--- src/rtl/rr_arb_lock_if.sv ---
// Request/grant bundle between the requesters and one output-port arbiter.
// master drives req/tail/en and observes the grant; slave is the arbiter side.
interface rr_arb_lock_if #(
  parameter int N = 4
);
  localparam int IW = (N > 1) ? $clog2(N) : 1;

  logic [N-1:0]  req;
  logic [N-1:0]  tail;
  logic          en;
  logic [N-1:0]  gnt;
  logic          gnt_vld;
  logic [IW-1:0] gnt_idx;
  logic          locked;
  logic [IW-1:0] owner;
  logic          timeout;

  modport master (
    output req, tail, en,
    input  gnt, gnt_vld, gnt_idx, locked, owner, timeout
  );

  modport slave (
    input  req, tail, en,
    output gnt, gnt_vld, gnt_idx, locked, owner, timeout
  );
endinterface

--- src/rtl/rr_arb_lock.sv ---
// Round-robin output-port arbiter with wormhole packet lock and lock timeout; grant is zero-cycle.
// en low withholds the grant and freezes ptr/ownership, while the hold timer keeps counting.
module rr_arb_lock #(
  parameter int N        = 4,
  parameter int LOCK_EN  = 1,
  parameter int MAX_HOLD = 0
) (
  input logic          clk,
  input logic          reset,
  rr_arb_lock_if.slave bus
);
  localparam int IW = (N > 1) ? $clog2(N) : 1;

  localparam logic [0:0] ST_ARB    = 1'b0;
  localparam logic [0:0] ST_LOCKED = 1'b1;

  localparam logic [15:0] HOLD_LAST = 16'((MAX_HOLD > 0) ? (MAX_HOLD - 1) : 0);

  logic [0:0]    st;
  logic [IW-1:0] ptr;
  logic [IW-1:0] own;
  logic [15:0]   hold_cnt;
  logic          timeout_q;

  logic [N-1:0]  hi_mask;
  logic [N-1:0]  req_hi;
  logic [IW-1:0] win_lo;
  logic [IW-1:0] win_hi;
  logic [IW-1:0] winner;
  logic          any_lo;
  logic          any_hi;
  logic          arb_gnt;
  logic          lock_gnt;
  logic          grant;
  logic [IW-1:0] sel_idx;
  logic          tail_rel;
  logic          expire;

  // Rotating priority: requests at or above ptr win first, otherwise wrap to the lowest set bit.
  always_comb begin
    hi_mask = '0;
    win_lo  = '0;
    win_hi  = '0;
    for (int i = 0; i < N; i++) begin
      hi_mask[i] = (IW'(i) >= ptr);
    end
    req_hi = bus.req & hi_mask;
    any_lo = |bus.req;
    any_hi = |req_hi;
    for (int i = N - 1; i >= 0; i--) begin
      if (bus.req[i]) win_lo = IW'(i);
      if (req_hi[i])  win_hi = IW'(i);
    end
    winner = any_hi ? win_hi : win_lo;
  end

  assign arb_gnt  = reset && bus.en && (st == ST_ARB) && any_lo;
  assign lock_gnt = reset && bus.en && (st == ST_LOCKED) && bus.req[own];
  assign grant    = arb_gnt || lock_gnt;
  assign sel_idx  = lock_gnt ? own : winner;
  assign tail_rel = lock_gnt && bus.tail[own];
  assign expire   = (MAX_HOLD != 0) && (st == ST_LOCKED) && !tail_rel && (hold_cnt == HOLD_LAST);

  assign bus.gnt     = grant ? (N'(1) << sel_idx) : '0;
  assign bus.gnt_vld = grant;
  assign bus.gnt_idx = grant ? sel_idx : '0;
  assign bus.locked  = (st == ST_LOCKED);
  assign bus.owner   = own;
  assign bus.timeout = timeout_q;

  always_ff @(posedge clk or negedge reset) begin
    if (!reset) begin
      st        <= ST_ARB;
      ptr       <= '0;
      own       <= '0;
      hold_cnt  <= '0;
      timeout_q <= 1'b0;
    end else begin
      timeout_q <= 1'b0;
      if (st == ST_ARB) begin
        if (arb_gnt) begin
          ptr <= (winner == IW'(N - 1)) ? '0 : winner + IW'(1);
          if ((LOCK_EN != 0) && !bus.tail[winner]) begin
            st       <= ST_LOCKED;
            own      <= winner;
            hold_cnt <= '0;
          end
        end
      end else if (tail_rel) begin
        st       <= ST_ARB;
        own      <= '0;
        hold_cnt <= '0;
      end else if (expire) begin
        st        <= ST_ARB;
        own       <= '0;
        hold_cnt  <= '0;
        timeout_q <= 1'b1;
      end else if (MAX_HOLD != 0) begin
        // Bubbles and en-low cycles still age the lock.
        hold_cnt <= hold_cnt + 16'd1;
      end
    end
  end
endmodule

--- src/flat_wrapper.sv ---
// flat-port wrapper written by rule: the top's interface ports become plain ports
module rr_arb_lock_flat 
#(
  parameter int N        = 4,
  parameter int LOCK_EN  = 1,
  parameter int MAX_HOLD = 0
)
  (clk, reset, bus_req, bus_tail, bus_en, bus_gnt, bus_gnt_vld, bus_gnt_idx, bus_locked, bus_owner, bus_timeout);
  rr_arb_lock_if #(.N(N)) bus_i ();
  input logic clk;
  input logic reset;
  input wire logic [$bits(bus_i.req)-1:0] bus_req;
  input wire logic [$bits(bus_i.tail)-1:0] bus_tail;
  input wire logic [$bits(bus_i.en)-1:0] bus_en;
  output wire logic [$bits(bus_i.gnt)-1:0] bus_gnt;
  output wire logic [$bits(bus_i.gnt_vld)-1:0] bus_gnt_vld;
  output wire logic [$bits(bus_i.gnt_idx)-1:0] bus_gnt_idx;
  output wire logic [$bits(bus_i.locked)-1:0] bus_locked;
  output wire logic [$bits(bus_i.owner)-1:0] bus_owner;
  output wire logic [$bits(bus_i.timeout)-1:0] bus_timeout;
  assign bus_i.req = bus_req;
  assign bus_i.tail = bus_tail;
  assign bus_i.en = bus_en;
  assign bus_gnt = bus_i.gnt;
  assign bus_gnt_vld = bus_i.gnt_vld;
  assign bus_gnt_idx = bus_i.gnt_idx;
  assign bus_locked = bus_i.locked;
  assign bus_owner = bus_i.owner;
  assign bus_timeout = bus_i.timeout;
  rr_arb_lock #(.N(N), .LOCK_EN(LOCK_EN), .MAX_HOLD(MAX_HOLD)) u_core (.clk(clk), .reset(reset), .bus(bus_i));
endmodule
--- config.mk ---
export PLATFORM = sky130hd
export DESIGN_NAME = rr_arb_lock_flat
export DESIGN_NICKNAME = d
export VERILOG_FILES = /design/src/rtl/rr_arb_lock_if.sv /design/src/rtl/rr_arb_lock.sv /design/src/flat_wrapper.sv
export SDC_FILE = /design/constraint.sdc
export NUM_CORES = 1
export LEC_CHECK = 0
export BUFFER_PORTS_ARGS = -buffer_cell sky130_fd_sc_hd__buf_4
export CORE_AREA = 2 2 39 41
export CTS_BUF_LIST = sky130_fd_sc_hd__clkbuf_8 sky130_fd_sc_hd__clkbuf_16
export DETAILED_ROUTE_END_ITERATION = 16
export DIE_AREA = 0 0 41 43
export HOLD_SLACK_MARGIN = 0.03
export MAX_ROUTING_LAYER = met4
export PLACE_DENSITY = 0.69
export SYNTH_ARGS = -nofsm -noshare
export SYNTH_HDL_FRONTEND = slang
export SYNTH_SLANG_ARGS = --single-unit
export TNS_END_PERCENT = 10
--- constraint.sdc ---
create_clock -name clk -period 3.5 [get_ports clk]
set_input_delay 0.875 -clock clk [delete_from_list [all_inputs] [get_ports clk]]
set_output_delay 0.875 -clock clk [all_outputs]
set_load 0.05 [all_outputs]
==> impl_metrics.env, run 1 <==
export IMPL_layout_common_cells="21 x sky130_fd_sc_hd__buf_4, 8 x sky130_fd_sc_hd__nor2_1, 5 x sky130_fd_sc_hd__nand2_1, 5 x sky130_fd_sc_hd__inv_1, 5 x sky130_fd_sc_hd__dfrtp_1"
export IMPL_synth_xor_area_share=0.0159
export IMPL_clock_tree_buffer_depth=2
export IMPL_synth_enable_flop_cells=0
export IMPL_synth_top_area_frac=0.227
export IMPL_floorplan_rows=14
export IMPL_clk_root_buffer_cell="sky130_fd_sc_hd__clkbuf_8"
export IMPL_cp_depth=8
export IMPL_fill_cells=129
export IMPL_place_area_sq_um=711
export IMPL_cts_tree="done"
export IMPL_first_global_vias=496
export IMPL_finalSetupViolCount=0
export IMPL_groute_usage_overall=0.174
export IMPL_critical_path_n_buffers_inverters=2
export IMPL_grt_max_degree=10
export IMPL_final_nets=97
export IMPL_dr_first_iter_drc_count=14
export IMPL_place_detailed_hpwl_microns=1060
export IMPL_cpPeakStageDelay_ns=0.38
export IMPL_antenna_violating_nets_post_route=0
export IMPL_postCtsResizedCells=0
export IMPL_synth_mux_area_fraction=0.193
export IMPL_synth_top_area_cell="sky130_fd_sc_hd__dfrtp_1"
export IMPL_setup_worst_path_class="in -> out"
export IMPL_post_route_cells_drive_above_1_share=0.388
export IMPL_final_min_clock_period_ns=3.19
export IMPL_drt_vias_per_instance=5.50
export IMPL_final_cell_area_sq_um=756
export IMPL_met2_usage=0.241
export IMPL_synth_seq_cells=5
export IMPL_synth_fa_ha_area_frac=0
export IMPL_drt_wl_total_microns=1340
export IMPL_hold_viol_final=0
export IMPL_place_congestion=0.746
export IMPL_mostFrequentLayoutCell="sky130_fd_sc_hd__buf_4"
export IMPL_yosys_most_used_dff="sky130_fd_sc_hd__dfrtp_1"
export IMPL_antenna_diode_count=0
export IMPL_regArea_sq_um=125
export IMPL_grt_overflow_total=0
export IMPL_cts_inserted_buffers=3
export IMPL_outcome="finished clean"
export IMPL_critPathArrivalTime_ns=2.31
export IMPL_critical_path_top_delay_family="simple AND/OR/NAND/NOR gates"
export IMPL_synth_top_cells_by_area="sky130_fd_sc_hd__dfrtp_1 23%, sky130_fd_sc_hd__mux2i_1 7.3%, sky130_fd_sc_hd__nor2_1 5.5%"
export IMPL_setup_ws_ns=0.314
export IMPL_number_of_slew_limit_violations_in_the_final_report=0
export IMPL_nature_of_the_critical_path_startpoint="primary input"
export IMPL_chipWidth_microns=41
export IMPL_synth_warning_count=0
export IMPL_globalRouteMet1Util=0.229
export IMPL_start_util=0.398
export IMPL_hold_path_class="in -> async"
export IMPL_peakVddDrop_mv=0.405
export IMPL_flow_area_growth_from_synthesis_pct=37.3
export IMPL_clkLatencyLatePin_ns=0.22
export IMPL_design_core_area_sq_um=1380
export IMPL_grt_most_used_layer="met2"
export IMPL_antenna_found_initial=0
export IMPL_synth_seq_area_share=0.227
export IMPL_cts_clk_slew_worst_paths_ns=0.03
export IMPL_numPortBuffers=20
export IMPL_synth_async_sr_flop_share=1.00
export IMPL_synth_top_family_by_area="simple AND/OR/NAND/NOR gates"
export IMPL_multi_input_area_sq_um=393
export IMPL_syn_area_sq_um=551
export IMPL_grt_first_pass_wirelength_microns=2050
export IMPL_r2r_worst_path_cells=6
export IMPL_wire_per_inst_microns=13.3
export IMPL_dr_pass1_iters=4
export IMPL_simple_gate_share_of_the_synthesized_area=0.282
export IMPL_ioPinCount=22
export IMPL_place_ws_ns=0.309
export IMPL_critPathCaptureType="output port"
export IMPL_cts_setup_buffers=0
export IMPL_dieHeight_microns=43
export IMPL_crit_path_cell_trace="buf_4 > mux2i_1 > or3_1 > o21ai_2 > mux2i_1 > nor2_1 > and2_1 > buf_4"
export IMPL_drcViolationCount=0
export IMPL_drv_max_cap_violation_count=0
export IMPL_grt_util_met3=0.0471
export IMPL_critPathMaxFanout=5
export IMPL_avgSynthCellArea_sq_um=8.74
export IMPL_share_of_the_synthesized_area_in_compound_gates_ao_oa_aoi_oai=0.207
export IMPL_synth_lib_cells_used_distinct=37
export IMPL_cpMaxStageDelayCell="sky130_fd_sc_hd__or3_1"
export IMPL_power_leakage_uw=0.000355
export IMPL_via_count=556
export IMPL_design_die_area_sq_um=1760
export IMPL_endpoint_required_time_on_the_critical_path_ns=2.62
export IMPL_hold_buffers=0
export IMPL_final_period_utilization=0.910
export IMPL_power_density_nw_per_um2=825
export IMPL_grt_setup_unrepaired="no"
export IMPL_postSynthNetCount=74
export IMPL_maxClockFrequency_ghz=0.314
export IMPL_htreeDepth=1
export IMPL_clock_sinks=5
export IMPL_gate_count_post_synth=63
export IMPL_clock_skew_ns=0.000219
[cells in the mapped netlist (2+ instances only)]
cell / number
sky130_fd_sc_hd__nor2_1: 8
sky130_fd_sc_hd__mux2i_1: 4
sky130_fd_sc_hd__dfrtp_1: 5
sky130_fd_sc_hd__inv_1: 4
sky130_fd_sc_hd__nor3_1: 2
sky130_fd_sc_hd__nand2_1: 5
sky130_fd_sc_hd__nor3_2: 2
sky130_fd_sc_hd__a21oi_1: 4
[registers in the layout, indices dropped and copies added, names as in the netlist]
| name | flops |
|---|---|
| u_core.bus.locked | 1 |
| u_core.bus.owner | 2 |
| u_core.ptr | 2 |
[cells by family (layout without fill, tap and decap cells)]
kind of cell           count (synthesis)  in the layout
AND/OR/NAND/NOR                       27             27
buffers and inverters                  7             29
XOR/XNOR                               1              1
other                                  1              1
AO/OA/AOI/OAI                         14             14
flip-flops                             5              5
multiplexers                           8              8
[power by group]
part	internal (uW)	leakage (uW)	switching, uW	total, uW
clock network	75.2	0.0000269	28.5	104
logic	151	0.000269	226	377
registers	85.8	0.0000595	56.9	143
[stage by stage]
| step | TNS (ns) | hold WS (ns) | std cells | power [uW] | util |
|---|---|---|---|---|---|
| final | 0 | 0.456 | 101 | 623 | 0.546 |
| after global routing | 0 | 0.462 | 101 | 657 | 0.546 |
| after global placement | 0 | 0.592 | 97 | 513 | 0.514 |
| after CTS | 0 | 0.456 | 101 | 626 | 0.546 |
| after detailed placement | 0 | 0.621 | 97 | 519 | 0.514 |
| after floorplan | -0.309 | 0.553 | 63 | 426 | - |
[layer usage]
metal / wire, microns / up-vias
met5: 0 / -
met4: 0 / 0
met3: 57 / 0
met2: 677 / 10
met1: 605 / 273
li1: - / 273
[worst paths after layout]
| check | startpoint | to | slack, ns |
|---|---|---|---|
| max | bus_req[1] | bus_gnt[1] | 0.31 |
| min in group clk | u_core.ptr[0] | u_core.ptr[0] | 0.63 |
| max in group asynchronous | reset | u_core.bus.owner[0] | 2.93 |
| max reg2reg | u_core.ptr[1] | u_core.bus.owner[0] | 1.39 |
| min | reset | u_core.ptr[1] | 0.46 |
| min reg2reg | u_core.ptr[0] | u_core.ptr[0] | 0.63 |
[cell type report]
type | count | share of cell area
tap | 16 | 0.0265
clock buffer | 3 | 0.0546
clock inverter | 1 | 0.00497
timing repair buffer | 21 | 0.209
multi-input combinational | 51 | 0.520
sequential | 5 | 0.166
inverter | 4 | 0.0199
Note: power is estimated with default switching activity, not from simulation.
==> run 2, diff against run 1 <==
- CORE_AREA: 2 2 39 41 -> 5 5 42 44
- DIE_AREA: 0 0 41 43 -> 0 0 47 49
- SETUP_SLACK_MARGIN: unset -> 0.15
==> run 2 against run 1 <==
Cell area is 0.99% higher. Critical endpoint unchanged. Sequential share of layout area shrank 0.16 points. Wire length down 6.0%. Global-route usage down 4.9 points. Die area is 31% higher. Total power about the same. First-iteration DRC count fell by 7.1%.
==> impl_metrics.env, run 2 (same netlist as run 1, synthesis figures left out) <==
export IMPL_mostFrequentLayoutCell="sky130_fd_sc_hd__buf_4"
export IMPL_place_detailed_hpwl_microns=1030
export IMPL_clock_skew_ns=0.00196
export IMPL_place_area_sq_um=718
export IMPL_multi_input_area_sq_um=393
export IMPL_layout_common_cells="22 x sky130_fd_sc_hd__buf_4, 8 x sky130_fd_sc_hd__nor2_1, 5 x sky130_fd_sc_hd__nand2_1, 5 x sky130_fd_sc_hd__inv_1, 5 x sky130_fd_sc_hd__dfrtp_1"
export IMPL_number_of_slew_limit_violations_in_the_final_report=0
export IMPL_dieHeight_microns=49
export IMPL_design_core_area_sq_um=1400
export IMPL_start_util=0.393
export IMPL_hold_path_class="in -> async"
export IMPL_grt_first_pass_wirelength_microns=2100
export IMPL_grt_setup_unrepaired="no"
export IMPL_grt_max_degree=10
export IMPL_r2r_worst_path_cells=7
export IMPL_cts_clk_slew_worst_paths_ns=0.04
export IMPL_final_cells=102
export IMPL_groute_usage_overall=0.125
export IMPL_postCtsResizedCells=0
export IMPL_cpPeakStageDelay_ns=0.38
export IMPL_place_congestion=0.852
export IMPL_pwr_share_clk=0.163
export IMPL_share_seq_of_total_power=0.228
export IMPL_hold_buffers=0
export IMPL_cpMaxStageDelayCell="sky130_fd_sc_hd__or3_1"
export IMPL_drcViolationCount=0
export IMPL_ioPinCount=22
export IMPL_critPathMaxFanout=5
export IMPL_antenna_violating_nets_post_route=0
export IMPL_final_cell_area_sq_um=763
export IMPL_htreeDepth=1
export IMPL_critPathCaptureType="output port"
export IMPL_crit_path_cell_trace="buf_4 > mux2i_1 > or3_1 > o21ai_2 > mux2i_1 > nor2_1 > and2_1 > buf_4"
export IMPL_peakVddDrop_mv=0.488
export IMPL_pwr_share_comb=0.608
export IMPL_cp_depth=8
export IMPL_drv_max_cap_violation_count=0
export IMPL_design_die_area_sq_um=2300
export IMPL_power_leakage_uw=0.000360
export IMPL_final_nets=98
export IMPL_fill_cells=134
export IMPL_cts_inserted_buffers=3
export IMPL_dr_pass1_iters=4
export IMPL_dr_first_iter_drc_count=13
export IMPL_chipWidth_microns=47
export IMPL_wire_per_inst_microns=12.4
export IMPL_critical_path_top_delay_family="simple AND/OR/NAND/NOR gates"
export IMPL_power_density_nw_per_um2=817
export IMPL_antenna_found_initial=0
export IMPL_first_global_vias=531
export IMPL_antenna_diode_count=0
export IMPL_regArea_sq_um=125
export IMPL_clk_root_buffer_cell="sky130_fd_sc_hd__clkbuf_8"
export IMPL_nature_of_the_critical_path_startpoint="primary input"
export IMPL_clkLatencyLatePin_ns=0.22
export IMPL_endpoint_required_time_on_the_critical_path_ns=2.62
export IMPL_via_count=532
export IMPL_drt_wl_total_microns=1260
export IMPL_drt_vias_per_instance=5.22
export IMPL_critPathArrivalTime_ns=2.29
export IMPL_clock_tree_buffer_depth=2
export IMPL_critical_path_n_buffers_inverters=2
export IMPL_net_load_switching_power_uw=307
export IMPL_cts_tree="done"
export IMPL_cts_setup_buffers=0
export IMPL_final_min_clock_period_ns=3.17
export IMPL_placed_cells_incl_taps=98
export IMPL_grt_overflow_total=0
export IMPL_final_period_utilization=0.906
export IMPL_floorplan_rows=14
export IMPL_flow_area_growth_from_synthesis_pct=38.6
export IMPL_post_route_cells_drive_above_1_share=0.395
export IMPL_hold_viol_final=0
export IMPL_numPortBuffers=20
export IMPL_outcome="finished clean"
export IMPL_maxClockFrequency_ghz=0.316
export IMPL_clock_sinks=5
export IMPL_power_report_internal_total_uw=316
export IMPL_power_switching_fraction=0.493
export IMPL_finalSetupViolCount=0
export IMPL_setup_worst_path_class="in -> out"
==> run 2: cell count changes in the layout (fill, tap and decap cells not counted) <==
cell | previous run | this run
sky130_fd_sc_hd__buf_4 | 21 | 22
==> run 2: layout make-up <==
class,instances,area share
Clock buffer,3,0.0541
Clock inverter,1,0.00492
Inverter,4,0.0197
Multi-Input combinational cell,51,0.515
Sequential cell,5,0.164
Tap cell,16,0.0262
Timing Repair Buffer,22,0.216
==> run 2: metal layers <==
layer,up-vias,global-route usage,part of all wire
li1,276,-,-
met4,0,0.0691,0
met1,244,0.158,0.46
met2,12,0.188,0.51
met5,-,-,0
met3,0,0.0111,0.027
==> run 2: stage by stage <==
step                      utilization  total power, uW  hold slack, ns  setup TNS [ns]  worst slack (ns)
after floorplan                     -              426           0.553          -0.309            -0.170
after global placement          0.513              519           0.591               0             0.349
after detailed placement        0.513              522           0.606               0             0.325
after CTS                       0.545              629           0.457               0             0.324
after global routing            0.545              667           0.461               0             0.195
final                           0.545              623           0.460               0             0.331
==> run 2: worst paths after layout <==
| path | to | slack, ns | startpoint |
|---|---|---|---|
| max | bus_gnt[1] | 0.33 | bus_req[1] |
| min | u_core.bus.locked | 0.46 | reset |
| max reg2reg | u_core.bus.owner[1] | 1.41 | u_core.ptr[1] |
| min reg2reg | u_core.ptr[0] | 0.62 | u_core.ptr[0] |
| max in group asynchronous | u_core.ptr[1] | 2.92 | reset |
| min in group clk | u_core.ptr[0] | 0.62 | u_core.ptr[0] |
==> run 2: worst reg2reg max path: stages, from the launching register on <==
cell and delay, ns:
sky130_fd_sc_hd__dfrtp_1 0.44, sky130_fd_sc_hd__mux2i_2 0.20, sky130_fd_sc_hd__a221oi_4 0.31, sky130_fd_sc_hd__buf_4 0.19, sky130_fd_sc_hd__mux2i_1 0.23, sky130_fd_sc_hd__nor3_2 0.09
sky130_fd_sc_hd__or4_1 0.47, sky130_fd_sc_hd__o21ai_1 0.09
==> run 2: power groups by stage <==
stage / Combinational, uW / Clock (uW) / Sequential, uW
after floorplan: 247 / 0 / 179
final: 379 / 102 / 142
after global placement: 379 / 0 / 140
after CTS: 383 / 105 / 141
after global routing: 410 / 109 / 148
after detailed placement: 382 / 0 / 141
==> run 3, diff against run 2 <==
- CTS_BUF_LIST: sky130_fd_sc_hd__clkbuf_8 sky130_fd_sc_hd__clkbuf_16 -> sky130_fd_sc_hd__clkbuf_4 sky130_fd_sc_hd__clkbuf_8
==> run 3 against run 2 <==
Final cell count did not move. Combinational power barely moved. Sequential share of layout area rose by 0.33 points. Wire length fell by 1.7%. Via count fell by 0.19%. Total power fell by 4.8%. Worst hold slack got worse by 0.019 ns. Register-to-register slack barely moved. Sequential cell count did not move. Clock power fell by 29%. Clock skew barely moved.
==> impl_metrics.env, run 3 (same netlist as run 1, synthesis figures left out) <==
export IMPL_outcome="finished clean"
export IMPL_critPathMaxFanout=5
export IMPL_cts_inserted_buffers=3
export IMPL_number_of_slew_limit_violations_in_the_final_report=0
export IMPL_grt_util_met3=0.0111
export IMPL_grt_overflow_total=0
export IMPL_clock_sinks=5
export IMPL_place_area_sq_um=718
export IMPL_final_cells=102
export IMPL_ioPinCount=22
export IMPL_maxClockFrequency_ghz=0.316
export IMPL_final_nets=98
export IMPL_drt_wl_total_microns=1240
export IMPL_met2_usage=0.190
export IMPL_numPortBuffers=20
export IMPL_postCtsResizedCells=0
export IMPL_setup_worst_path_class="in -> out"
export IMPL_dr_first_iter_drc_count=8
export IMPL_drcViolationCount=0
export IMPL_clock_skew_ns=0.00218
export IMPL_peakVddDrop_mv=0.419
export IMPL_place_detailed_hpwl_microns=1030
export IMPL_placed_cells_incl_taps=98
export IMPL_via_count=531
export IMPL_layout_common_cells="22 x sky130_fd_sc_hd__buf_4, 8 x sky130_fd_sc_hd__nor2_1, 5 x sky130_fd_sc_hd__nand2_1, 5 x sky130_fd_sc_hd__dfrtp_1"
export IMPL_drt_vias_per_instance=5.21
export IMPL_cts_clk_slew_worst_paths_ns=0.04
export IMPL_antenna_found_initial=0
export IMPL_floorplan_rows=14
export IMPL_clock_tree_buffer_depth=2
export IMPL_groute_usage_overall=0.120
export IMPL_hold_viol_final=0
export IMPL_cts_tree="done"
export IMPL_power_density_nw_per_um2=793
export IMPL_design_die_area_sq_um=2300
export IMPL_critPathArrivalTime_ns=2.29
export IMPL_htreeDepth=1
export IMPL_report_power_total_uw=593
export IMPL_wire_per_inst_microns=12.1
export IMPL_clk_root_buffer_cell="sky130_fd_sc_hd__clkbuf_4"
export IMPL_design_core_area_sq_um=1400
export IMPL_finalSetupViolCount=0
export IMPL_grt_first_pass_wirelength_microns=2080
export IMPL_dr_pass1_iters=4
export IMPL_nature_of_the_critical_path_startpoint="primary input"
export IMPL_antenna_violating_nets_post_route=0
export IMPL_hold_slack_ns=0.441
export IMPL_final_cell_area_sq_um=748
export IMPL_mostFrequentLayoutCell="sky130_fd_sc_hd__buf_4"
export IMPL_fill_cells=134
export IMPL_dieHeight_microns=49
export IMPL_drv_max_cap_violation_count=0
export IMPL_final_period_utilization=0.905
export IMPL_hold_path_class="in -> async"
export IMPL_chipWidth_microns=47
export IMPL_globalRouteMet1Util=0.156
export IMPL_cts_setup_buffers=0
export IMPL_place_congestion=0.852
export IMPL_hold_buffers=0
export IMPL_grt_max_degree=10
export IMPL_post_route_cells_drive_above_1_share=0.407
export IMPL_grt_most_used_layer="met2"
export IMPL_clkLatencyLatePin_ns=0.23
export IMPL_endpoint_required_time_on_the_critical_path_ns=2.62
export IMPL_flow_area_growth_from_synthesis_pct=35.9
export IMPL_start_util=0.393
export IMPL_grt_setup_unrepaired="no"
export IMPL_first_global_vias=520
export IMPL_power_leakage_uw=0.000352
export IMPL_critPathCaptureType="output port"
export IMPL_antenna_diode_count=0
export IMPL_final_min_clock_period_ns=3.17
==> run 3: changes by cell type in the layout (fill, tap and decap cells not counted) <==
| cell | previous run | this run |
|---|---|---|
| sky130_fd_sc_hd__clkbuf_4 | 0 | 4 |
| sky130_fd_sc_hd__clkbuf_8 | 3 | 0 |
| sky130_fd_sc_hd__inv_1 | 5 | 4 |
==> run 3: per-layer routing <==
layer  routed length, microns  share of wire
met1                      568           0.46
met2                      632           0.51
met3                       37          0.030
met4                        0              0
met5                        0              0
==> run 3: stage by stage <==
stage | setup WS [ns] | util | TNS [ns]
6_report | 0.334 | 0.534 | 0
2_1_floorplan | -0.170 | - | -0.309
4_1_cts | 0.324 | 0.534 | 0
3_5_place_dp | 0.325 | 0.513 | 0
3_3_place_gp | 0.349 | 0.513 | 0
5_1_grt | 0.195 | 0.534 | 0
==> run 3: cell type report <==
type	count	area, sq um	area share
Multi-Input combinational cell	51	393	0.525
Timing Repair Buffer	22	165	0.221
Sequential cell	5	125	0.167
Clock buffer	4	30.0	0.0401
Tap cell	16	20.0	0.0268
Inverter	4	15.0	0.0201
==> run 3: path summary, 6_finish.rpt <==
path	startpoint	end	slack, ns	depth (start not counted)
max in group asynchronous	reset	u_core.ptr[1]	2.94	1
worst max-delay path	bus_req[1]	bus_gnt[1]	0.33	8
worst max register to register	u_core.ptr[1]	u_core.bus.owner[1]	1.41	7
worst min register to register	u_core.ptr[0]	u_core.ptr[0]	0.62	1
min in group clk	u_core.ptr[0]	u_core.ptr[0]	0.62	1
worst min-delay path	reset	u_core.bus.locked	0.44	1
==> run 3: worst max-delay path, stage by stage <==
cell and delay [ns]:
sky130_fd_sc_hd__buf_4 0.11, sky130_fd_sc_hd__mux2i_1 0.11, sky130_fd_sc_hd__or3_1 0.38, sky130_fd_sc_hd__o21ai_2 0.10, sky130_fd_sc_hd__mux2i_1 0.30, sky130_fd_sc_hd__nor2_1 0.08, sky130_fd_sc_hd__and2_1 0.17, sky130_fd_sc_hd__buf_4 0.18
==> run 3: power by group <==
group	internal [uW]	switching, uW
clock network	50.7	21.6
registers	85.6	56.5
logic	155	224
